$ cat src/rtl/ex_mem_reg_pkg.sv
// rtl/ex_mem_reg_pkg.sv - shared pipeline encodings for the EX/MEM boundary
package ex_mem_reg_pkg;

  typedef enum logic [1:0] {
    LD_NONE = 2'b00,
    LD_LB   = 2'b01,
    LD_LH   = 2'b10,
    LD_LW   = 2'b11
  } load_e;

  typedef enum logic [1:0] {
    ST_NONE = 2'b00,
    ST_SB   = 2'b01,
    ST_SH   = 2'b10,
    ST_SW   = 2'b11
  } store_e;

  localparam logic [3:0] WEN_NONE  = 4'b0000;
  localparam logic [3:0] WEN_SB    = 4'b0001;
  localparam logic [3:0] WEN_SH_LO = 4'b0011;
  localparam logic [3:0] WEN_SH_HI = 4'b1100;
  localparam logic [3:0] WEN_SW    = 4'b1111;

  // Load and store codes share the size encoding: 01 byte, 10 half, 11 word.
  function automatic logic misaligned(input logic [1:0] size_code,
                                      input logic [1:0] offset);
    logic bad;
    bad = 1'b0;
    case (size_code)
      2'b10:   bad = offset[0];
      2'b11:   bad = (offset != 2'b00);
      default: bad = 1'b0;
    endcase
    return bad;
  endfunction

endpackage

$ cat src/rtl/store_align.sv
// rtl/store_align.sv - byte-enable generation and store data replication
module store_align
  import ex_mem_reg_pkg::*;
(
  input  logic [1:0]  memW,
  input  logic [1:0]  offset,
  input  logic [31:0] rt_data,
  input  logic        en,
  output logic [3:0]  wen,
  output logic [31:0] wdata
);

  always_comb begin
    wen   = WEN_NONE;
    wdata = rt_data;
    case (memW)
      ST_SB: begin
        wdata = {4{rt_data[7:0]}};
        if (en) wen = WEN_SB << offset;
      end
      ST_SH: begin
        wdata = {2{rt_data[15:0]}};
        if (en) wen = offset[1] ? WEN_SH_HI : WEN_SH_LO;
      end
      ST_SW: begin
        wdata = rt_data;
        if (en) wen = WEN_SW;
      end
      default: begin
        wen   = WEN_NONE;
        wdata = rt_data;
      end
    endcase
  end

endmodule

$ cat src/rtl/ex_mem_reg.sv
// rtl/ex_mem_reg.sv - EX/MEM pipeline register with data SRAM request issue
module ex_mem_reg
  import ex_mem_reg_pkg::*;
(
  input  logic        clk,
  input  logic        reset,
  input  logic        ex_valid,
  input  logic        Branch,
  input  logic        MemtoReg,
  input  logic        RegWrite,
  input  logic        zero,
  input  logic [1:0]  memR,
  input  logic [1:0]  memW,
  input  logic [31:0] Aluout,
  input  logic [31:0] rt_data,
  input  logic [4:0]  rd,
  input  logic        stall,
  input  logic        flush,
  output logic        mem_valid,
  output logic        Branch_o,
  output logic        MemtoReg_o,
  output logic        RegWrite_o,
  output logic        zero_o,
  output logic [1:0]  memR_o,
  output logic [31:0] Aluout_o,
  output logic [4:0]  rd_o,
  output logic        adel_o,
  output logic        ades_o,
  output logic        data_sram_en,
  output logic [3:0]  data_sram_wen,
  output logic [31:0] data_sram_addr,
  output logic [31:0] data_sram_wdata
);

  logic accept;
  logic adel;
  logic ades;
  logic addr_err;

  assign accept   = ex_valid & ~stall & ~flush;
  assign adel     = misaligned(memR, Aluout[1:0]);
  assign ades     = misaligned(memW, Aluout[1:0]);
  assign addr_err = adel | ades;

  // Request only on the accepting cycle, so a held store never writes twice.
  assign data_sram_en   = ~reset & accept & ((memR != LD_NONE) | (memW != ST_NONE)) & ~addr_err;
  assign data_sram_addr = {Aluout[31:2], 2'b00};

  store_align u_store_align (
    .memW    (memW),
    .offset  (Aluout[1:0]),
    .rt_data (rt_data),
    .en      (data_sram_en),
    .wen     (data_sram_wen),
    .wdata   (data_sram_wdata)
  );

  always_ff @(posedge clk) begin
    if (reset || flush || (!stall && !ex_valid)) begin
      mem_valid  <= 1'b0;
      Branch_o   <= 1'b0;
      MemtoReg_o <= 1'b0;
      RegWrite_o <= 1'b0;
      zero_o     <= 1'b0;
      memR_o     <= 2'b00;
      Aluout_o   <= 32'd0;
      rd_o       <= 5'd0;
      adel_o     <= 1'b0;
      ades_o     <= 1'b0;
    end else if (accept) begin
      // A faulting access still travels down as valid so the exception is taken in MEM.
      mem_valid  <= 1'b1;
      Branch_o   <= Branch;
      MemtoReg_o <= MemtoReg;
      RegWrite_o <= RegWrite & ~addr_err;
      zero_o     <= zero;
      memR_o     <= addr_err ? 2'b00 : memR;
      Aluout_o   <= Aluout;
      rd_o       <= rd;
      adel_o     <= adel;
      ades_o     <= ades;
    end
  end

endmodule

$ cat config.mk
export PLATFORM = sky130hd
export DESIGN_NAME = ex_mem_reg
export DESIGN_NICKNAME = d
export VERILOG_FILES = /design/src/rtl/ex_mem_reg_pkg.sv /design/src/rtl/store_align.sv /design/src/rtl/ex_mem_reg.sv
export SDC_FILE = /design/constraint.sdc
export NUM_CORES = 1
export LEC_CHECK = 0
export ABC_AREA = 1
export BUFFER_PORTS_ARGS = -buffer_cell sky130_fd_sc_hd__buf_2
export CAP_MARGIN = 0
export CORE_ASPECT_RATIO = 1.1
export CORE_MARGIN = 5
export CORE_UTILIZATION = 44
export CTS_BUF_LIST = sky130_fd_sc_hd__clkbuf_8
export CTS_CLUSTER_SIZE = 40
export DETAILED_ROUTE_END_ITERATION = 10
export GPL_TIMING_DRIVEN = 0
export HOLD_SLACK_MARGIN = 0.02
export PLACE_DENSITY_LB_ADDON = 0.12
export SKIP_CTS_REPAIR_TIMING = 1
export SKIP_LAST_GASP = 1
export SYNTH_ARGS = -nofsm -noshare
export SYNTH_HDL_FRONTEND = slang
export SYNTH_SLANG_ARGS = --single-unit
export TNS_END_PERCENT = 100
$ cat constraint.sdc
create_clock -name clk -period 3.02 [get_ports clk]
set_input_delay 0.302 -clock clk [delete_from_list [all_inputs] [get_ports clk]]
set_output_delay 0.302 -clock clk [all_outputs]
set_load 0.01 [all_outputs]
==> results.yml <==
status:
  status: "completed"
timing:
  worstMarginPinSlew_ps: 644.4
  setup_tns_ps: 0
  drv_slew: 0
  hold_violations: 0
  period_minus_slack_ps: 1928
  fmax_mhz: 518.7
  grt_setup_unrepaired: "false"
  fin_worst_skew_ps: 0
  finalCritPeriodShare_pct: 63.83
  relSlewSlack_pct: 56.76
  finalSetupViolCount: 0
power:
  power_density_mw_per_mm2: 355.4
  p_comb_share_pct: 26.2
  power.leakage_nw: 2.026
  p_int_mw: 0.9239
  ir_drop_uv: 190.9
  share_seq_of_total_power_pct: 47.1
  p_sw_mw: 0.3843
  p_clk_share_pct: 26.8
  switching_share_pct: 29.37
worst_setup_path:
  slowest_delay_ps: 380
  critPathKind: "input port to output pin"
  critPathBufInv: 4
  crit_arrival_ps: 1630
  critPathTopFamily: "buffers and inverters"
  crit_cells: 7
  r2r-end: "zero_o"
  critical_path.cell_chain: "buf_2 -> inv_1 -> ha_1 -> clkbuf_1 -> nand2_1 -> o21ai_0 -> buf_2"
  crit_top_cell: "buf_2"
  cp.required_ps: 2720
  reg2reg_depth: 2
  crit_path_start: "memW[0]"
  end_kind: "output pin"
  start_kind: "input port"
  cp_max_fo: 10
  rr_startpoint: "zero_o"
  worst-r2r-setup-slack_ps: 2350
  critical-path-slowest-cell: "clkbuf_1"
clock_network:
  cts_tree: "built"
  insertion_delay_ps: 290
  cts-root-buf: "clkbuf_8"
  clock-sinks: 46
  clk_path_buf_depth: 2
  clk_pin_slew_ps: 80
  cts_inserted_buffers: 5
  htree_num_levels: 2
synthesis:
  yosysTopAreaCell: "dfxtp_1"
  synth_cells: 364
  ys_ff_latch: 46
  synth_async_sr_flop_share_pct: 0
  ys.flop_type: "dfxtp_1"
  synth_top_area_share_pct: 36.40
  synth_cell_types: 27
  synth.area.top_cells: "dfxtp_1, nand2_1, buf_4, a21oi_1, inv_1"
  synth_edf_count: 0
  syn-mean-instance-area_sq_um: 6.950
  synth_warnings: 0
  ys_seq_area_share_pct: 36.40
  syn_area_sq_mm: 0.002530
routing:
  antenna_left: 0
  post_drt_wl_per_cell_um: 12.13
  drt_iter0_markers: 83
  drt_pre_antenna_iters: 4
  routed_wl_um: 7797
  drcViolationCount: 0
  viasPerCell: 4.605
  vias: 2961
global_route:
  grt_pass1_vias: 2749
  grt_antenna_before_repair: 0
  grtUsageTotal_pct: 20.34
  grt_overflow: 0
  grt_max_degree: 14
  grt_pass1_wl_um: 11730
final_layout:
  seqCellArea_sq_um: 920.9
  multi_input_area_sq_mm: 0.001057
  fin_util_pct: 64.62
  nFillCells: 569
  syn_to_final_growth_pct: 45.50
  antenna_cells: 0
  drive_above_1_share_pct: 44.70
  nets: 652
floorplan:
  die_width_um: 82.30
  num_rows: 29
  start_util_pct: 44.41
  core_area_sq_mm: 0.005697
  dieArea_sq_mm: 0.007368
  io-pin-count: 197
  die_h_um: 89.53
place:
  gp_congestion: 0.8473
  io_buffers: 194
  dp_hpwl_um: 6424
min_path:
  hold_path_startpoint: "rd[3]"
  hold_end: "rd_o[3]"
  hold_class: "input port to flip-flop"
  hold_path_depth: 3
run:
  maxCapViolCount: 0
-- power by group through the flow --
stage	registers (mW)	logic (mW)	clock network (mW)
after floorplan	0.633	0.184	0
final	0.616	0.342	0.350
after global placement	0.630	0.343	0
after detailed placement	0.630	0.345	0
after global routing	0.616	0.379	0.383
after CTS	0.616	0.346	0.361
-- cells in the final DEF (no fill, tap or decap), drive strengths merged, types with 2 or more instances in the layout --
cell    synthesis  layout
nand2          99      99
buf            46     240
inv            48      49
o21ai          22      22
a21oi          43      43
conb            1       2
dfxtp          46      46
ha              4       4
o22ai          16      16
nand3          10      10
nor2            8       8
clkbuf         10      15
nand4           6       6
-- worst max-delay path by stage --
| stage | endpoint | slack, ps |
|---|---|---|
| floorplan | data_sram_wen[0] | 1470 |
| global placement | data_sram_wdata[10] | 1090 |
| detailed placement | data_sram_wdata[25] | 1110 |
| CTS | data_sram_wdata[10] | 1100 |
| global route | data_sram_wdata[10] | 930 |
| finish | data_sram_wdata[10] | 1090 |
-- flip-flops by register name, indices dropped and copies added, names as in the netlist --
register    count
Aluout_o       32
rd_o            5
memR_o          2
Branch_o        1
MemtoReg_o      1
RegWrite_o      1
adel_o          1
ades_o          1
mem_valid       1
zero_o          1
-- kinds of logic after synthesis --
family	after synthesis	synth area share, %
flip-flops	46	36.40
buffers and inverters	105	21.96
other	1	0.1482
adder cells (fa/ha/maj)	4	1.978
AO/OA/AOI/OAI	83	17.80
AND/OR/NAND/NOR	125	21.71
-- layer usage --
layer	global-route usage, %	part of all wire, %	vias up	routed length, um
met5	0	0	-	0
met4	7.855	2.7	0	211
met3	7.056	12	21	900
met2	37.97	50	130	3906
met1	20.41	36	1289	2778
li1	-	-	1521	-
-- metrics by stage --
step	hold WS (ps)	setup WS, ps	cell area (sq um)	power, mW	std cells
after floorplan	443.0	1474	2534	0.8176	365
after global placement	443.1	1091	3601	0.9729	636
after detailed placement	451.7	1107	3601	0.9746	636
after CTS	238.8	1101	3681	1.323	643
after global routing	243.8	932.5	3681	1.378	643
final	241.8	1092	3681	1.308	643
-- cell usage after synthesis, types with 2 or more instances --
cell       n
a21oi_1   43
buf_1      3
buf_4     43
clkbuf_1  10
dfxtp_1   46
ha_1       4
inv_1     45
inv_2      3
nand2_1   98
nand3_1    8
nand4_1    6
nor2_1     6
o21ai_0   19
o21ai_1    2
o22ai_1   16
-- worst reg2reg max path, stage by stage, from the launching register on --
cell and delay (ps):
dfxtp_1 350, nand2_1 60, a21oi_1 180
-- layout make-up --
cell class	count	share of cell area, %
Tap cell	77	2.617
Sequential cell	46	25.02
Inverter	49	4.997
Buffer	56	10.10
Clock buffer	5	1.869
Timing Repair Buffer	194	26.38
Clock inverter	2	0.3059
Multi-Input combinational cell	214	28.72
Power figures use the tool's default switching activity.
